--- src/rtl/mem_port_rr_arbiter.sv ---
// Round-robin arbiter sharing one memory request/response port among N requestors.
// At most one transaction is in flight; the grant is held until its response returns.
module mem_port_rr_arbiter #(
  parameter int unsigned N      = 4,
  parameter int unsigned ADDR_W = 32,
  parameter int unsigned DATA_W = 32,
  localparam int unsigned GW    = (N > 1) ? $clog2(N) : 1
) (
  input  logic                  clk,
  input  logic                  reset_n,
  input  logic [N-1:0]          io_requestor_req_valid,
  output logic [N-1:0]          io_requestor_req_ready,
  input  logic [N*ADDR_W-1:0]   io_requestor_req_bits_addr,
  input  logic [N-1:0]          io_requestor_req_bits_rw,
  input  logic [N*DATA_W-1:0]   io_requestor_req_bits_data,
  output logic [N-1:0]          io_requestor_resp_valid,
  output logic [DATA_W-1:0]     io_requestor_resp_bits_data,
  output logic                  io_mem_req_valid,
  input  logic                  io_mem_req_ready,
  output logic [ADDR_W-1:0]     io_mem_req_bits_addr,
  output logic                  io_mem_req_bits_rw,
  output logic [DATA_W-1:0]     io_mem_req_bits_data,
  input  logic                  io_mem_resp_valid,
  input  logic [DATA_W-1:0]     io_mem_resp_bits_data,
  output logic                  io_busy,
  output logic [GW-1:0]         io_grant_id
);

  typedef enum logic [1:0] {
    IDLE      = 2'd0,
    ISSUE     = 2'd1,
    WAIT_RESP = 2'd2
  } state_t;

  typedef struct packed {
    logic [ADDR_W-1:0] addr;
    logic              rw;
    logic [DATA_W-1:0] data;
  } req_t;

  state_t        state, state_nxt;
  logic          run;
  logic [GW-1:0] ptr, ptr_nxt;
  logic [GW-1:0] grant, grant_nxt;
  req_t          req_q, req_nxt;
  logic          any_valid;
  logic [GW-1:0] winner;
  logic [GW-1:0] scan_idx;

  // run holds arbitration off until the first edge after reset release
  always_ff @(posedge clk or negedge reset_n) begin
    if (!reset_n) begin
      run   <= 1'b0;
      state <= IDLE;
      ptr   <= '0;
      grant <= '0;
      req_q <= '0;
    end else begin
      run   <= 1'b1;
      state <= state_nxt;
      ptr   <= ptr_nxt;
      grant <= grant_nxt;
      req_q <= req_nxt;
    end
  end

  // First valid requestor scanning from ptr upward with wrap
  always_comb begin
    any_valid = 1'b0;
    winner    = '0;
    scan_idx  = '0;
    for (int unsigned k = 0; k < N; k++) begin
      scan_idx = GW'((32'(ptr) + k) % N);
      if (!any_valid && io_requestor_req_valid[scan_idx]) begin
        any_valid = 1'b1;
        winner    = scan_idx;
      end
    end
  end

  // Next-state and captured-request logic
  always_comb begin
    state_nxt = state;
    ptr_nxt   = ptr;
    grant_nxt = grant;
    req_nxt   = req_q;
    case (state)
      IDLE: begin
        if (run && any_valid) begin
          grant_nxt = winner;
          state_nxt = ISSUE;
          for (int unsigned i = 0; i < N; i++) begin
            if (winner == GW'(i)) begin
              req_nxt.addr = io_requestor_req_bits_addr[i*ADDR_W +: ADDR_W];
              req_nxt.rw   = io_requestor_req_bits_rw[i];
              req_nxt.data = io_requestor_req_bits_data[i*DATA_W +: DATA_W];
            end
          end
        end
      end
      ISSUE: begin
        if (io_mem_req_ready) state_nxt = WAIT_RESP;
      end
      WAIT_RESP: begin
        if (io_mem_resp_valid) begin
          ptr_nxt   = (grant == GW'(N - 1)) ? '0 : grant + GW'(1);
          state_nxt = IDLE;
        end
      end
      default: state_nxt = IDLE;
    endcase
  end

  // Handshake strobes decoded from state
  always_comb begin
    io_requestor_req_ready  = '0;
    io_requestor_resp_valid = '0;
    io_mem_req_valid        = 1'b0;
    case (state)
      IDLE:      if (run && any_valid) io_requestor_req_ready[winner] = 1'b1;
      ISSUE:     io_mem_req_valid = 1'b1;
      WAIT_RESP: if (io_mem_resp_valid) io_requestor_resp_valid[grant] = 1'b1;
      default:   io_mem_req_valid = 1'b0;
    endcase
  end

  assign io_mem_req_bits_addr        = req_q.addr;
  assign io_mem_req_bits_rw          = req_q.rw;
  assign io_mem_req_bits_data        = req_q.data;
  assign io_requestor_resp_bits_data = io_mem_resp_bits_data;
  assign io_busy                     = (state != IDLE);
  assign io_grant_id                 = grant;

endmodule

--- config.mk ---
export PLATFORM = sky130hd
export DESIGN_NAME = mem_port_rr_arbiter
export DESIGN_NICKNAME = d
export VERILOG_FILES = /design/src/rtl/mem_port_rr_arbiter.sv
export SDC_FILE = /design/constraint.sdc
export NUM_CORES = 1
export LEC_CHECK = 0
export ABC_CLOCK_PERIOD_IN_PS = 1700
export BUFFER_PORTS_ARGS = -buffer_cell sky130_fd_sc_hd__buf_2
export CAP_MARGIN = 25
export CORE_AREA = 2 2 161 163
export CTS_CLUSTER_SIZE = 16
export DETAILED_ROUTE_END_ITERATION = 10
export DIE_AREA = 0 0 163 165
export GPL_TIMING_DRIVEN = 0
export PLACE_DENSITY = 0.58
export SYNTH_ARGS = -nofsm -noshare
export SYNTH_HDL_FRONTEND = slang
export SYNTH_SLANG_ARGS = --single-unit
export TNS_END_PERCENT = 30
--- constraint.sdc ---
create_clock -name clk -period 1.7 [get_ports clk]
set_clock_uncertainty 0.1 [all_clocks]
set_input_delay 0.085 -clock clk [delete_from_list [all_inputs] [get_ports clk]]
set_output_delay 0.085 -clock clk [all_outputs]
set_load 0.005 [all_outputs]
==> reports/metrics.cfg, run 1 <==
[placed_design]
place.gp.congestion=0.7683
io_buffers=376
placement.cell_area_mm2=0.007278
dp_cells=1155
hpwl_um=16190

[timing]
slew_headroom_pct=60.58
fin_crit_sh_pct=126.9
hold_viol=0
setup_viol=70
fmax_mhz=463.4
grt_setup_unrepaired=true
worst_pin_slew_ns=0.5913
setup_ws_ns=-0.4581
post-route-min-period_ns=2.158
slew_viol_final=0

[global_routing]
grt_max_degree=38
use_met1_pct=20.54
grt_pass1_vias=6989
antenna_found_initial=0
overflow=0
busiest_layer=met2
grt_pass1_wl_um=38010
met3_usage_pct=3.767
grtUsageMet2_pct=33.99
gr-usage-all-layers_pct=18.86

[worst_setup_path]
r2r-end=io_mem_req_bits_addr[28]
worst-r2r-cell-count=6
ff2ff_setup_slack_ns=-0.46
slowest_delay_ns=0.44
critPathCaptureType=register
cp_data_arrival_time_ns=2.27
crit_type=register to register
path_max_fanout=10
crit_slowest_cell=dfrtp_2
cp_cell_sequence=mux2_4 -> o221ai_4 -> buf_12 -> buf_4 -> mux2i_1 -> o221ai_1
start_kind=register
critPathCapture=io_mem_req_bits_addr[28]
cp-startpoint=ptr[1]
r2r_start=ptr[1]
crit_required_ns=1.81

[power]
power.leakage_nw=5.341
finalPower_mw=12.72
powerDensity_mw_per_mm2=1190
irDropWorstVdd_mv=0.6377

[logic_synthesis]
synth_area_mm2=0.004950
synthArstFlopShare_pct=100.0
synth_nets=752
ys_types=31
synth_top_flop_cell=dfrtp_1
synth_area_leaders=dfrtp_1, mux2i_1, o221ai_2
synth.top_cell.area_share_pct=36.40
syn_inst=448
yosysMostFrequentCell=mux2i_1
yosysTopAreaCell=dfrtp_1
ys_seq_elements=72
ys_seq_area_share_pct=36.40
synth_edf_count=0
avgSynthCellArea_um2=11.05
synth_warnings=0
synthTopCellsByCount=mux2i_1, dfrtp_1, nand2_1

[routing]
ant_nets=0
dr.pass1.iters=4
wl_um=26910
drc_errors=0
drt-initial-drc-count=259
vias=6372
wl_per_cell_um=18.87
vias_per_cell=4.468

[clock_network]
cts_tree=yes
cts_buffers=9
clk_pin_slew_ns=0.06
clock-sinks=72
clk_latency_ns=0.34
clockBufferDepth=2
cts_root_buffer=clkbuf_16
cts.htree.levels=3

[floorplanning]
dieArea_mm2=0.02690
die_w_um=163
coreArea_mm2=0.02504
rows=58
fp.dieH_um=165
initial_core_util_pct=19.77
pin_count=409

[run_status]
violations=negative setup slack
status=finished, violations left

[flow_run]
drv_cap=0

[finish]
layout-drive-gt1-share_pct=50.91
synthToLayoutAreaGrowth_pct=116.1
nNetsFinal=1395
diodes=0
layout.cells.non_filler=1426
fin_area_mm2=0.01069

[hold_path]
hold_class=input port to register
hold_path.startpoint=io_requestor_req_bits_addr[126]

## layout make-up
class | count | area [um2]
Clock inverter | 5 | 81.33
Fill cell | 2290 | 14340
Buffer | 67 | 666.9
Tap cell | 330 | 412.9
Timing Repair Buffer | 633 | 4536
Inverter | 7 | 26.28
Multi-Input combinational cell | 301 | 2935
Clock buffer | 11 | 232.7
Sequential cell | 72 | 1803
## metrics by stage
| step | worst slack, ns | hold WS [ns] | setup TNS, ns | utilization [%] |
|---|---|---|---|---|
| 3_5_place_dp | -0.6301 | -0.01329 | -33.00 | 29.07 |
| 2_1_floorplan | -0.1596 | -0.3106 | -8.291 | - |
| 5_1_grt | -0.5197 | 0.003857 | -32.23 | 42.71 |
| 4_1_cts | -0.4739 | 0.001156 | -27.08 | 41.77 |
| 6_report | -0.4581 | 0.005490 | -26.76 | 42.71 |
| 3_3_place_gp | -0.5714 | 0.1969 | -37.92 | 28.98 |
## where the power goes
group	internal (mW)	switching (mW)	leakage, nW
logic	4.03	3.58	4.30
clock network	1.29	0.808	0.150
registers	2.53	0.487	0.892
total	7.85	4.87	5.34
## state kept, by name (all words and copies together) (netlist names)
name                  count
run                       1
io_mem_req_bits_rw        1
state                     2
io_mem_req_bits_addr     32
io_mem_req_bits_data     32
ptr                       2
io_grant_id               2
## cells by family after synthesis
logic type / count (synthesis) / synth area share (%)
mux: 132 / 26.82
flops: 72 / 36.40
other cells: 1 / 0.07576
compound gates: 75 / 16.76
simple gates: 89 / 7.735
buf+inv: 75 / 11.20
fa+ha+maj: 4 / 1.011
## worst min-delay path by stage
stage,to,slack [ns],cells past startpoint
final,io_mem_req_bits_addr[30],0.005,3
after global routing,io_mem_req_bits_addr[30],0.004,3
after CTS,io_mem_req_bits_addr[13],0.001,3
after detailed placement,io_mem_req_bits_addr[1],-0.01,1
after global placement,state[0],0.20,2
after floorplan,io_grant_id[0],-0.31,0
## cell usage in the layout (no fill, tap or decap), types with 9 or more instances in the layout
cell type,instances
buf_6,9
o221ai_2,33
mux2i_1,96
mux2i_2,19
o221ai_1,32
nand2_1,69
clkbuf_16,13
dlygate4sd3_1,232
buf_2,383
buf_12,14
mux2i_4,15
buf_4,49
dfrtp_1,71
## metal layers
layer	vias to the layer above	share of wire (%)
met5	-	0
met4	0	4.6
met3	84	6.3
met2	349	51
met1	3007	38
li1	2932	-
## worst max-delay path, delay by kind of cell, from the launching register on
| family | cells | cell delay, ns |
|---|---|---|
| DFF | 1 | 0.44 |
| AOI/OAI and AO/OA | 2 | 0.38 |
| muxes | 2 | 0.69 |
| buffers and inverters | 2 | 0.42 |
## repair_timing
action                     4_1_cts  5_1_grt
buffers inserted                 7       12
setup endpoints to repair       74       73
hold buffers                   232        0
pin swaps                        9        8
cloned                           5        1
resized for setup               73       38
hold endpoints to repair       102        0
Note: power is estimated with default switching activity, not from simulation.
==> inputs of run 2 (changes only) <==
CORE_AREA = 2 2 157 159   (was 2 2 161 163)
DIE_AREA = 0 0 159 161   (was 0 0 163 165)
PLACE_DENSITY = 0.47   (was 0.58)
==> reports/metrics.cfg, run 2 <==
[run_status]
status=aborted with a tool error
failed_stage=4_1_cts
error_message=[ERROR RSZ-0060] Max buffer count reached.

[logic_synthesis]
syn_inst=448
synth.top_cell.area_share_pct=36.40
synth_top_flop_cell=dfrtp_1
yosysMostFrequentCell=mux2i_1
synth_nets=752
avgSynthCellArea_um2=11.05
synth_edf_count=0
synthArstFlopShare_pct=100.0
synth_area_leaders=dfrtp_1, mux2i_1, o221ai_2
yosysTopAreaCell=dfrtp_1
ys_seq_area_share_pct=36.40
synth_area_mm2=0.004950
synth_warnings=0
ys_seq_elements=72
synthTopCellsByCount=mux2i_1, dfrtp_1, nand2_1
ys_types=31

[placed_design]
hpwl_um=15310
dp_cells=1149
io_buffers=376
place.gp.congestion=0.7338

[clock_network]
cts_hold_buf=236
postCtsResizedCells=46
clock-sinks=72
cts_buffers=9
clockBufferDepth=2
cts.htree.levels=3
cts_root_buffer=clkbuf_16
post_cts_buffers=13

[floorplanning]
fp.dieH_um=161
rows=57
initial_core_util_pct=20.66
pin_count=409
die_w_um=159

[run 2: cell counts after synthesis]
Identical to the previous run, type by type.
[run 2: through the flow]
stage	area [um2]	hold WS (ns)	setup TNS, ns	utilization (%)	worst slack, ns
floorplan	4961	-0.3106	-8.291	-	-0.1596
global placement	7248	0.1937	-44.20	30.25	-0.5315
detailed placement	7271	-0.005604	-31.49	30.34	-0.5323
[run 2: logic make-up after synthesis]
family,count (synthesis),share of synthesized area (%)
AOI/OAI and AO/OA,75,16.76
adders and majority gates,4,1.011
buffers and inverters,75,11.20
DFF,72,36.40
muxes,132,26.82
other,1,0.07576
and+or+nand+nor,89,7.735
==> inputs of run 3 (changes only) <==
ABC_CLOCK_PERIOD_IN_PS = 2200   (was 1700)
CORE_AREA = unset   (was 2 2 157 159)
CORE_MARGIN = 1   (was unset)
CORE_UTILIZATION = 20   (was unset)
CTS_CLUSTER_SIZE = unset   (was 16)
DIE_AREA = unset   (was 0 0 159 161)
PLACE_DENSITY = unset   (was 0.47)
PLACE_DENSITY_LB_ADDON = 0.15   (was unset)
clock period = 2.2 ns   (was 1.7 ns; I/O delays follow)
==> reports/metrics.cfg, run 3 (synthesis gave the netlist of run 1 again) <==
[run_status]
status=finished clean

[finish]
synthToLayoutAreaGrowth_pct=92.44
n_fill_cell=2369
final_common_cell=buf_2
diodes=0
layout-drive-gt1-share_pct=49.85
final_cell_mix=buf_2, dlygate4sd3_1, mux2i_1
nNetsFinal=1322

[power]
p_comb_share_pct=55.6
powerDensity_mw_per_mm2=911.7
power.leakage_nw=4.969
p_sw_share_pct=38.31
sequentialPowerShare_pct=26.5
pwr-share-clk_pct=17.9
irDropWorstVdd_mv=0.3784
finalPower_mw=8.684
p_switching_mw=3.327
intPower_mw=5.357

[floorplanning]
rows=57
fp.dieH_um=159.3
initial_core_util_pct=20.35
dieArea_mm2=0.02538
coreArea_mm2=0.02432
pin_count=409
die_w_um=159.3

[clock_network]
clk_latency_ns=0.34
cts_root_buffer=clkbuf_16
clk_pin_slew_ns=0.06
cts_tree=yes
cts_buffers=9
cts.htree.levels=3
clock-sinks=72
clockBufferDepth=2

[global_routing]
grt_pass1_vias=6060
overflow=0
grt_max_degree=39
grt_pass1_wl_um=32250
antenna_found_initial=0
gr-usage-all-layers_pct=16.29

[worst_setup_path]
ff2ff_setup_slack_ns=0.08
critPathCaptureType=register
crit_required_ns=2.30
path_max_fanout=10
crit_type=register to register
cp_data_arrival_time_ns=2.22
start_kind=register

[routing]
dr.pass1.iters=4
wl_per_cell_um=15.22
wl_um=20500
vias=5683
vias_per_cell=4.219
drt-initial-drc-count=170
drc_errors=0
ant_nets=0

[timing]
setup_viol=0
slew_viol_final=0
post-route-min-period_ns=2.116
hold_viol=0
setup_ws_ns=0.08393
fin_crit_sh_pct=96.18
fmax_mhz=472.6
grt_setup_unrepaired=true

[placed_design]
place.gp.congestion=0.7352
io_buffers=376
pre_cts_slack_ns=-0.1554
hpwl_um=14710

[flow_run]
drv_cap=0

[hold_path]
hold_class=input port to register

[run 3: final cells by class]
cell class | instances | area [um2] | share of cell area, %
buffer | 68 | 565.5 | 5.937
clock buffer | 12 | 256.5 | 2.693
clock inverter | 4 | 52.55 | 0.5517
inverter | 7 | 26.28 | 0.2758
multi-input combinational | 301 | 2693 | 28.27
sequential | 72 | 1803 | 18.93
tap | 324 | 405.4 | 4.256
timing repair buffer | 559 | 3724 | 39.09
[run 3: worst max-delay path, stage by stage (launching register included)]
cell and delay [ns]:
dfrtp_2 0.44, mux2_4 0.31, o221ai_2 0.17, buf_6 0.20, buf_4 0.13, clkbuf_4 0.24, mux2i_1 0.27, o221ai_2 0.12
[run 3: stage by stage]
stage | setup TNS, ns | cells | hold slack (ns) | util, % | cell area (um2)
after global placement | -0.4030 | 1148 | 0.2258 | 29.76 | 7237
after CTS | -0.003485 | 1342 | 0.0002295 | 38.65 | 9400
final | 0 | 1347 | 0.01061 | 39.17 | 9525
after global routing | -0.01059 | 1347 | 0.01171 | 39.17 | 9525
after detailed placement | -0.5349 | 1149 | 0.01623 | 29.85 | 7259
after floorplan | 0 | 448 | -0.2856 | - | 4950
[run 3: repair_timing]
action / 4_1_cts / 5_1_grt
endpoints found under the setup margin: 26 / 38
setup buffers: 1 / 5
pin swaps: 0 / 2
hold buffers: 176 / 0
resized for setup: 13 / 19
hold endpoints to repair: 92 / 0
[run 3: worst paths after layout]
kind | startpoint | to | depth (start not counted)
min in group asynchronous | reset_n | io_mem_req_bits_addr[27] | 2
worst min-delay path | io_requestor_req_bits_addr[85] | io_mem_req_bits_addr[21] | 3
worst max-delay path | ptr[1] | io_mem_req_bits_data[15] | 7
max in group asynchronous | reset_n | io_mem_req_bits_data[27] | 3
worst max register to register | ptr[1] | io_mem_req_bits_data[15] | 7
worst min register to register | io_mem_req_bits_data[2] | io_mem_req_bits_data[2] | 2
[run 3: power by group through the flow]
stage | combinational, mW | clock [mW] | sequential, mW
floorplan | 2.66 | 0 | 2.35
global placement | 4.47 | 0 | 2.29
detailed placement | 4.45 | 0 | 2.30
CTS | 4.79 | 1.63 | 2.30
global route | 5.31 | 1.68 | 2.38
finish | 4.83 | 1.56 | 2.30
[run 3: layer usage]
layer	GRT usage (%)	up-vias	share of wire (%)	wire, um
met2	29.72	257	51	10430
li1	-	2783	-	-
met1	18.54	2622	41	8370
met3	4.454	21	6.5	1335
met5	0	-	0	0
met4	4.414	0	1.7	357
==> inputs of run 4 (changes only) <==
CTS_BUF_LIST = sky130_fd_sc_hd__clkbuf_8   (was unset)
==> reports/metrics.cfg, run 4 <==
[run_status]
status=aborted with a tool error
failed_stage=4_1_cts
error_message=[ERROR RSZ-0060] Max buffer count reached.

[logic_synthesis]
synth_fa_ha_area_share_pct=1.011
syn_inst=448
synth_top_family_by_area=multiplexers
avgSynthCellArea_um2=11.05
synth_warnings=0
ys_seq_area_share_pct=36.40
ys_types=31
synth_nets=752
yosysMostFrequentCell=mux2i_1
synth.top_cell.area_share_pct=36.40
ys_seq_elements=72
synth_area_mm2=0.004950
synthArstFlopShare_pct=100.0
synth_area_leaders=dfrtp_1, mux2i_1, o221ai_2
synth_top_flop_cell=dfrtp_1
yosysTopAreaCell=dfrtp_1
synth_xor_area_share_pct=0
synth_compound_area_share_pct=16.76
synth_edf_count=0
synth.area.mux_share_pct=26.82
synth-simple-area-share_pct=7.735
synthTopCellsByCount=mux2i_1, dfrtp_1, nand2_1

[clock_network]
cts.htree.levels=3
cts_buffers=9
postCtsResizedCells=15
post_cts_buffers=5
clock-sinks=72
cts_hold_buf=235
cts_root_buffer=clkbuf_8
clockBufferDepth=2

[floorplanning]
pin_count=409
fp.dieH_um=159.3
rows=57
die_w_um=159.3
initial_core_util_pct=20.35

[placed_design]
hpwl_um=14710
io_buffers=376
pre_cts_slack_ns=-0.1554
dp_cells=1149
place.gp.congestion=0.7352

## run 4: cell counts after synthesis
Identical to the previous run, type by type.
## run 4: logic make-up after synthesis
| logic type | count (synthesis) |
|---|---|
| multiplexers | 132 |
| AND/OR/NAND/NOR | 89 |
| AO/OA/AOI/OAI | 75 |
| buffers and inverters | 75 |
| flip-flops | 72 |
| adder cells (fa/ha/maj) | 4 |
| other | 1 |
## run 4: through the flow
stage               cell area [um2]  utilization [%]  hold WS (ns)  TNS [ns]
floorplan                      4950                -       -0.2856         0
global placement               7237            29.76        0.2258   -0.4030
detailed placement             7259            29.85       0.01623   -0.5349
